===== src/rtl/map_table.sv =====
// Speculative rename map table.
// Holds the current arch->physical tag mapping and a ready bit per
// architectural register. Dispatch reads source mappings, renames rd and
// reports the displaced tag. The CDB marks tags ready. Rollback reloads
// every entry from the architectural (retire-side) map table.
//
// Interface contract: dispatch has no valid/ready handshake. dp_valid_i
// alone qualifies a slot, and it is never back-pressured. Upstream
// guarantees that a free tag is present on dp_tag_new_i whenever a slot
// is valid. CDB broadcasts are fire-and-forget, qualified by cdb_valid_i.
module map_table #(
  parameter int C_DP_NUM        = 2,
  parameter int C_CDB_NUM       = 2,
  parameter int C_MT_ENTRY      = 32,
  parameter int C_TAG_IDX_WIDTH = 6
) (
  input  logic                                clk_i,
  input  logic                                rst_n_i,
  input  logic                                rollback_i,
  input  logic [C_MT_ENTRY*C_TAG_IDX_WIDTH-1:0] amt_tag_i,
  input  logic [C_DP_NUM-1:0]                 dp_valid_i,
  input  logic [C_DP_NUM*5-1:0]               dp_rs1_i,
  input  logic [C_DP_NUM*5-1:0]               dp_rs2_i,
  input  logic [C_DP_NUM*5-1:0]               dp_rd_i,
  input  logic [C_DP_NUM-1:0]                 dp_wr_en_i,
  input  logic [C_DP_NUM*C_TAG_IDX_WIDTH-1:0] dp_tag_new_i,
  input  logic [C_CDB_NUM-1:0]                cdb_valid_i,
  input  logic [C_CDB_NUM*C_TAG_IDX_WIDTH-1:0] cdb_tag_i,
  output logic [C_DP_NUM*C_TAG_IDX_WIDTH-1:0] rs1_tag_o,
  output logic [C_DP_NUM-1:0]                 rs1_ready_o,
  output logic [C_DP_NUM*C_TAG_IDX_WIDTH-1:0] rs2_tag_o,
  output logic [C_DP_NUM-1:0]                 rs2_ready_o,
  output logic [C_DP_NUM*C_TAG_IDX_WIDTH-1:0] tag_old_o
);

  localparam int T = C_TAG_IDX_WIDTH;

  logic [T-1:0]          tag_q [C_MT_ENTRY];
  logic [T-1:0]          tag_d [C_MT_ENTRY];
  logic [C_MT_ENTRY-1:0] rdy_q;
  logic [C_MT_ENTRY-1:0] rdy_d;
  logic [C_MT_ENTRY-1:0] cdb_match;
  logic [C_DP_NUM-1:0]   wr_act;

  // Per-entry flag: some valid CDB lane carries the tag currently mapped there.
  always_comb begin
    cdb_match = '0;
    for (int i = 0; i < C_MT_ENTRY; i++) begin
      for (int c = 0; c < C_CDB_NUM; c++) begin
        if (cdb_valid_i[c] && (cdb_tag_i[c*T +: T] == tag_q[i])) begin
          cdb_match[i] = 1'b1;
        end
      end
    end
  end

  // A slot renames only if valid, writing, and not targeting x0.
  always_comb begin
    wr_act = '0;
    for (int k = 0; k < C_DP_NUM; k++) begin
      wr_act[k] = dp_valid_i[k] & dp_wr_en_i[k] & (dp_rd_i[k*5 +: 5] != 5'd0);
    end
  end

  // Lookups: older-slot forwarding first, then table plus CDB bypass.
  // Operand index s: 0 = rs1, 1 = rs2, 2 = rd (for tag_old).
  always_comb begin
    logic [4:0]   src;
    logic [T-1:0] t;
    logic         r;
    rs1_tag_o   = '0;
    rs1_ready_o = '0;
    rs2_tag_o   = '0;
    rs2_ready_o = '0;
    tag_old_o   = '0;
    src         = '0;
    t           = '0;
    r           = 1'b0;
    for (int k = 0; k < C_DP_NUM; k++) begin
      for (int s = 0; s < 3; s++) begin
        if (s == 0) begin
          src = dp_rs1_i[k*5 +: 5];
        end else if (s == 1) begin
          src = dp_rs2_i[k*5 +: 5];
        end else begin
          src = dp_rd_i[k*5 +: 5];
        end
        t = tag_q[src];
        r = rdy_q[src] | cdb_match[src];
        // Ascending scan: the youngest older slot overrides earlier hits.
        for (int j = 0; j < C_DP_NUM; j++) begin
          if ((j < k) && wr_act[j] && (dp_rd_i[j*5 +: 5] == src)) begin
            t = dp_tag_new_i[j*T +: T];
            r = 1'b0;
          end
        end
        // x0 is hardwired: tag 0, always ready (tag_old is unused for x0).
        if ((s != 2) && (src == 5'd0)) begin
          t = '0;
          r = 1'b1;
        end
        if (s == 0) begin
          rs1_tag_o[k*T +: T] = t;
          rs1_ready_o[k]      = r;
        end else if (s == 1) begin
          rs2_tag_o[k*T +: T] = t;
          rs2_ready_o[k]      = r;
        end else begin
          tag_old_o[k*T +: T] = t;
        end
      end
    end
  end

  // Next state: CDB sets ready, then renames override in slot order so
  // the youngest slot wins and a rename beats a CDB hit on the old tag.
  always_comb begin
    for (int i = 0; i < C_MT_ENTRY; i++) begin
      tag_d[i] = tag_q[i];
    end
    rdy_d = rdy_q | cdb_match;
    for (int k = 0; k < C_DP_NUM; k++) begin
      if (wr_act[k]) begin
        tag_d[dp_rd_i[k*5 +: 5]] = dp_tag_new_i[k*T +: T];
        rdy_d[dp_rd_i[k*5 +: 5]] = 1'b0;
      end
    end
  end

  // State register: reset to identity map, rollback reloads from AMT.
  always_ff @(posedge clk_i or negedge rst_n_i) begin
    if (!rst_n_i) begin
      for (int i = 0; i < C_MT_ENTRY; i++) begin
        tag_q[i] <= T'(i);
      end
      rdy_q <= '1;
    end else if (rollback_i) begin
      for (int i = 0; i < C_MT_ENTRY; i++) begin
        tag_q[i] <= amt_tag_i[i*T +: T];
      end
      rdy_q <= '1;
    end else begin
      for (int i = 0; i < C_MT_ENTRY; i++) begin
        tag_q[i] <= tag_d[i];
      end
      rdy_q <= rdy_d;
    end
  end

endmodule


===== config.mk =====
export PLATFORM = sky130hd
export DESIGN_NAME = map_table
export DESIGN_NICKNAME = d
export VERILOG_FILES = /design/src/rtl/map_table.sv
export SDC_FILE = /design/constraint.sdc
export NUM_CORES = 2
export LEC_CHECK = 0
export CORE_ASPECT_RATIO = 0.7
export CORE_MARGIN = 8
export CORE_UTILIZATION = 29
export CTS_CLUSTER_DIAMETER = 200
export CTS_CLUSTER_SIZE = 28
export DETAILED_ROUTE_END_ITERATION = 10
export HOLD_SLACK_MARGIN = 0.02
export PLACE_DENSITY = 0.58
export SYNTH_ARGS = -nofsm -noshare
export SYNTH_HDL_FRONTEND = slang
export SYNTH_SLANG_ARGS = --single-unit

===== constraint.sdc =====
create_clock -name clk_i -period 4.85 [get_ports clk_i]
set_clock_uncertainty 0.1 [all_clocks]
set_input_delay 0.97 -clock clk_i [delete_from_list [all_inputs] [get_ports clk_i]]
set_output_delay 0.97 -clock clk_i [all_outputs]
set_load 0.05 [all_outputs]

==> results.py <==
metrics = {
    "critical_path": {
        "end_kind": "output pin",
        "reg2regPathDepth": 7,
        "worstPathCellList": "clkdlybuf4s50_1 > buf_12 > nand4_1 > nor4_1 > or2_1 > mux4_2 > mux2_4 > a2111oi_2 > buf_4 > a211oi_4 > buf_4 > buf_12",
        "critical_path_required_ns": 3.78,
        "critPathKind": "in -> out",
        "cp-start-kind": "primary input",
        "r2r-end": "rdy_q[30]",
        "slowest_stage": "mux4_2",
        "cp.arrival_ns": 3.72,
        "r2r-start": "tag_q[8]",
        "rrSetupSlack_ns": 2.40,
        "cp_top_family": "buffers and inverters",
        "cp_num_buf_inv": 5,
        "crit_path_max_fanout": 16,
        "cp_slowest_stage_delay_ns": 0.46,
    },
    "power": {
        "p_switching_mw": 3.47,
        "power.density_nw_per_um2": 221,
        "p_int_mw": 4.21,
        "p_leak_nw": 12.1,
        "p_seq_share_pct": 37.5,
        "p_clk_share_pct": 15.3,
        "sw_frac_of_total_pct": 45.2,
        "comb_power_share_pct": 47.1,
        "vdd_drop_max_mv": 0.194,
        "power.total_mw": 7.68,
    },
    "logic_synthesis": {
        "muxShareOfSynthArea_pct": 33.6,
        "ys_ff_latch": 224,
        "synth_compound_area_share_pct": 12.4,
        "yosys.area_share.adder_pct": 0,
        "syn-instance-count": 3226,
        "avgSynthCellArea_um2": 9.14,
        "synthDistinctLibCells": 74,
        "async_flop_share_pct": 100,
        "synth_simple_gate_area_share_pct": 14.4,
        "synthesis.nets": 3481,
        "ys.flop_type": "dfstp_2",
        "syn-cell-area_um2": 29500,
        "synth.yosys.warnings": 0,
        "yosysSeqAreaShare_pct": 19.5,
        "synth_top_family_by_area": "multiplexers",
        "synth_edf_count": 0,
        "synth_xor_area_share_pct": 11.9,
    },
    "route": {
        "firstDrtPassIters": 6,
        "initialDrtViolationCount": 6130,
        "via_per_inst": 6.53,
        "drc_errors": 0,
        "via_count": 30400,
        "wire_per_inst_um": 36.6,
        "wirelength_um": 170000,
        "antenna_left": 0,
    },
    "sta": {
        "timing.hold.ws_ns": 0.247,
        "final.min_clock_period_ns": 4.79,
        "fmax_ghz": 0.209,
        "fin_crit_sh_pct": 98.8,
        "tightest_slew_ns": 1.35,
        "slew_headroom_pct": 9.62,
        "finalSetupViolCount": 0,
        "rsz0062_at_grt": "no",
        "maxSlewViolCount": 0,
        "finalHoldViolCount": 0,
    },
    "cells_and_area": {
        "multi_input_area_um2": 21400,
        "nets": 3542,
        "final_cell_mix": "mux4_2 (375), nand2_1 (369), o21ai_0 (324)",
        "instances_no_fill": 4651,
        "area_growth_pct": 17.8,
        "seq_area_um2": 5750,
        "drive_above_1_share_pct": 27.1,
        "final_common_cell": "mux4_2",
        "nFillCells": 10300,
    },
    "job": {
        "max_cap_violations": 0,
    },
    "grt": {
        "grt_usage_pct": 29.1,
        "grt_overflow_total": 0,
        "grt_max_degree": 181,
        "grt_pass1_wl_um": 233000,
        "first_global_vias": 28300,
        "grt_antenna_before_repair": 10,
    },
    "floorplanning": {
        "io_pins": 295,
        "initial_core_util_pct": 29.1,
        "dieArea_um2": 112000,
        "dieWidth_um": 397,
        "die_height_um": 283,
        "design.core.area_um2": 101000,
        "num_rows": 98,
    },
    "clocking": {
        "cts_sinks": 224,
        "insertion_delay_ns": 0.56,
        "cts_hold_buf": 0,
        "cts_tree": "done",
        "clock_path_buffers": 3,
        "htree_levels": 1,
        "postCtsSetupRepairBufs": 0,
        "path_clk_slew_ns": 0.12,
        "cts_inserted_buffers": 11,
        "root_buffer": "clkbuf_16",
    },
    "placed_design": {
        "hpwl_um": 128000,
        "portBuffers": 294,
        "dp.cells": 4624,
        "place_congestion": 1.10,
    },
    "min_path": {
        "hold_class": "in -> async",
    },
    "run_status": {
        "status": "finished, final reports clean",
    },
}
power groups by stage:
stage	logic, mW	registers [mW]	clock network [mW]
final	3.62	2.88	1.18
after global routing	3.75	2.82	1.23
after detailed placement	3.47	2.82	0
after global placement	3.46	2.82	0
after floorplan	2.47	2.12	0
after CTS	3.49	2.79	1.17
sequential cells by signal (all words and copies together), names as in the netlist:
register,count
rdy_q,32
tag_q,192
per-stage QoR:
stage / area [um2] / setup TNS [ns] / worst slack (ns) / util (%)
after floorplan: 29500 / 0 / 0.493 / -
after global placement: 34400 / -0.498 / -0.312 / 33.9
after detailed placement: 34400 / -0.432 / -0.309 / 33.9
after CTS: 34700 / 0 / 0.0323 / 34.2
after global routing: 34700 / 0 / 0.00329 / 34.2
final: 34800 / 0 / 0.0566 / 34.3
repair_timing:
item / in CTS / in global routing
setup endpoints to repair: 2 / 4
pin swaps: 0 / 1
gates cloned: 0 / 0
endpoints found under the hold margin: 0 / 0
resized for setup: 4 / 16
how the worst max path moves through the flow:
stage	startpoint	to	slack, ns	cells after the start
final	cdb_valid_i[0]	rs2_ready_o[0]	0.06	12
after CTS	cdb_tag_i[4]	rs2_ready_o[0]	0.03	13
after global placement	cdb_valid_i[1]	rs2_ready_o[0]	-0.31	12
after floorplan	cdb_tag_i[5]	rs2_ready_o[0]	0.49	10
after detailed placement	cdb_valid_i[1]	rs2_ready_o[0]	-0.31	12
after global routing	cdb_valid_i[0]	rs1_ready_o[0]	0.003	11
area by class of cell:
| class | count | area share (%) |
|---|---|---|
| diodes | 10 | 0.0720 |
| clock buffers | 17 | 0.857 |
| inverters | 14 | 0.151 |
| multi-input cells | 2472 | 61.5 |
| flip-flops and latches | 224 | 16.5 |
| well taps | 1350 | 4.86 |
| repair buffers | 564 | 16.0 |
cells by family after synthesis:
family	Yosys count
XOR/XNOR	399
flip-flops	224
AO/OA/AOI/OAI	651
buffers and inverters	530
AND/OR/NAND/NOR	908
multiplexers	514
synth_stat cells, drive strengths merged (15+ instances only):
cell      n  area, um2
a21oi   176        881
a22oi    24        180
buf     259       1430
clkbuf  257        972
dfrtp   112       2800
dfstp   112       2940
mux2i   127       1270
mux4    378       8520
nand2   376       1460
nand3   137        686
nand4    78        488
nor2    190        726
nor3     28        145
nor4     34        238
o21ai   341       1710
o22ai    15       93.8
o31ai    15        113
xnor2   291       2550
xor2    108        946
metal layers:
| layer | vias up | GRT usage (%) | share of wire (%) | wire (um) |
|---|---|---|---|---|
| li1 | 11900 | - | - | - |
| met1 | 15100 | 38.1 | 38 | 64000 |
| met2 | 2854 | 42.4 | 41 | 69900 |
| met3 | 525 | 12.6 | 16 | 27300 |
| met4 | 4 | 10.8 | 5.3 | 8940 |
| met5 | - | 0 | 0.013 | 22 |
Note: power is estimated with default switching activity, not from simulation.
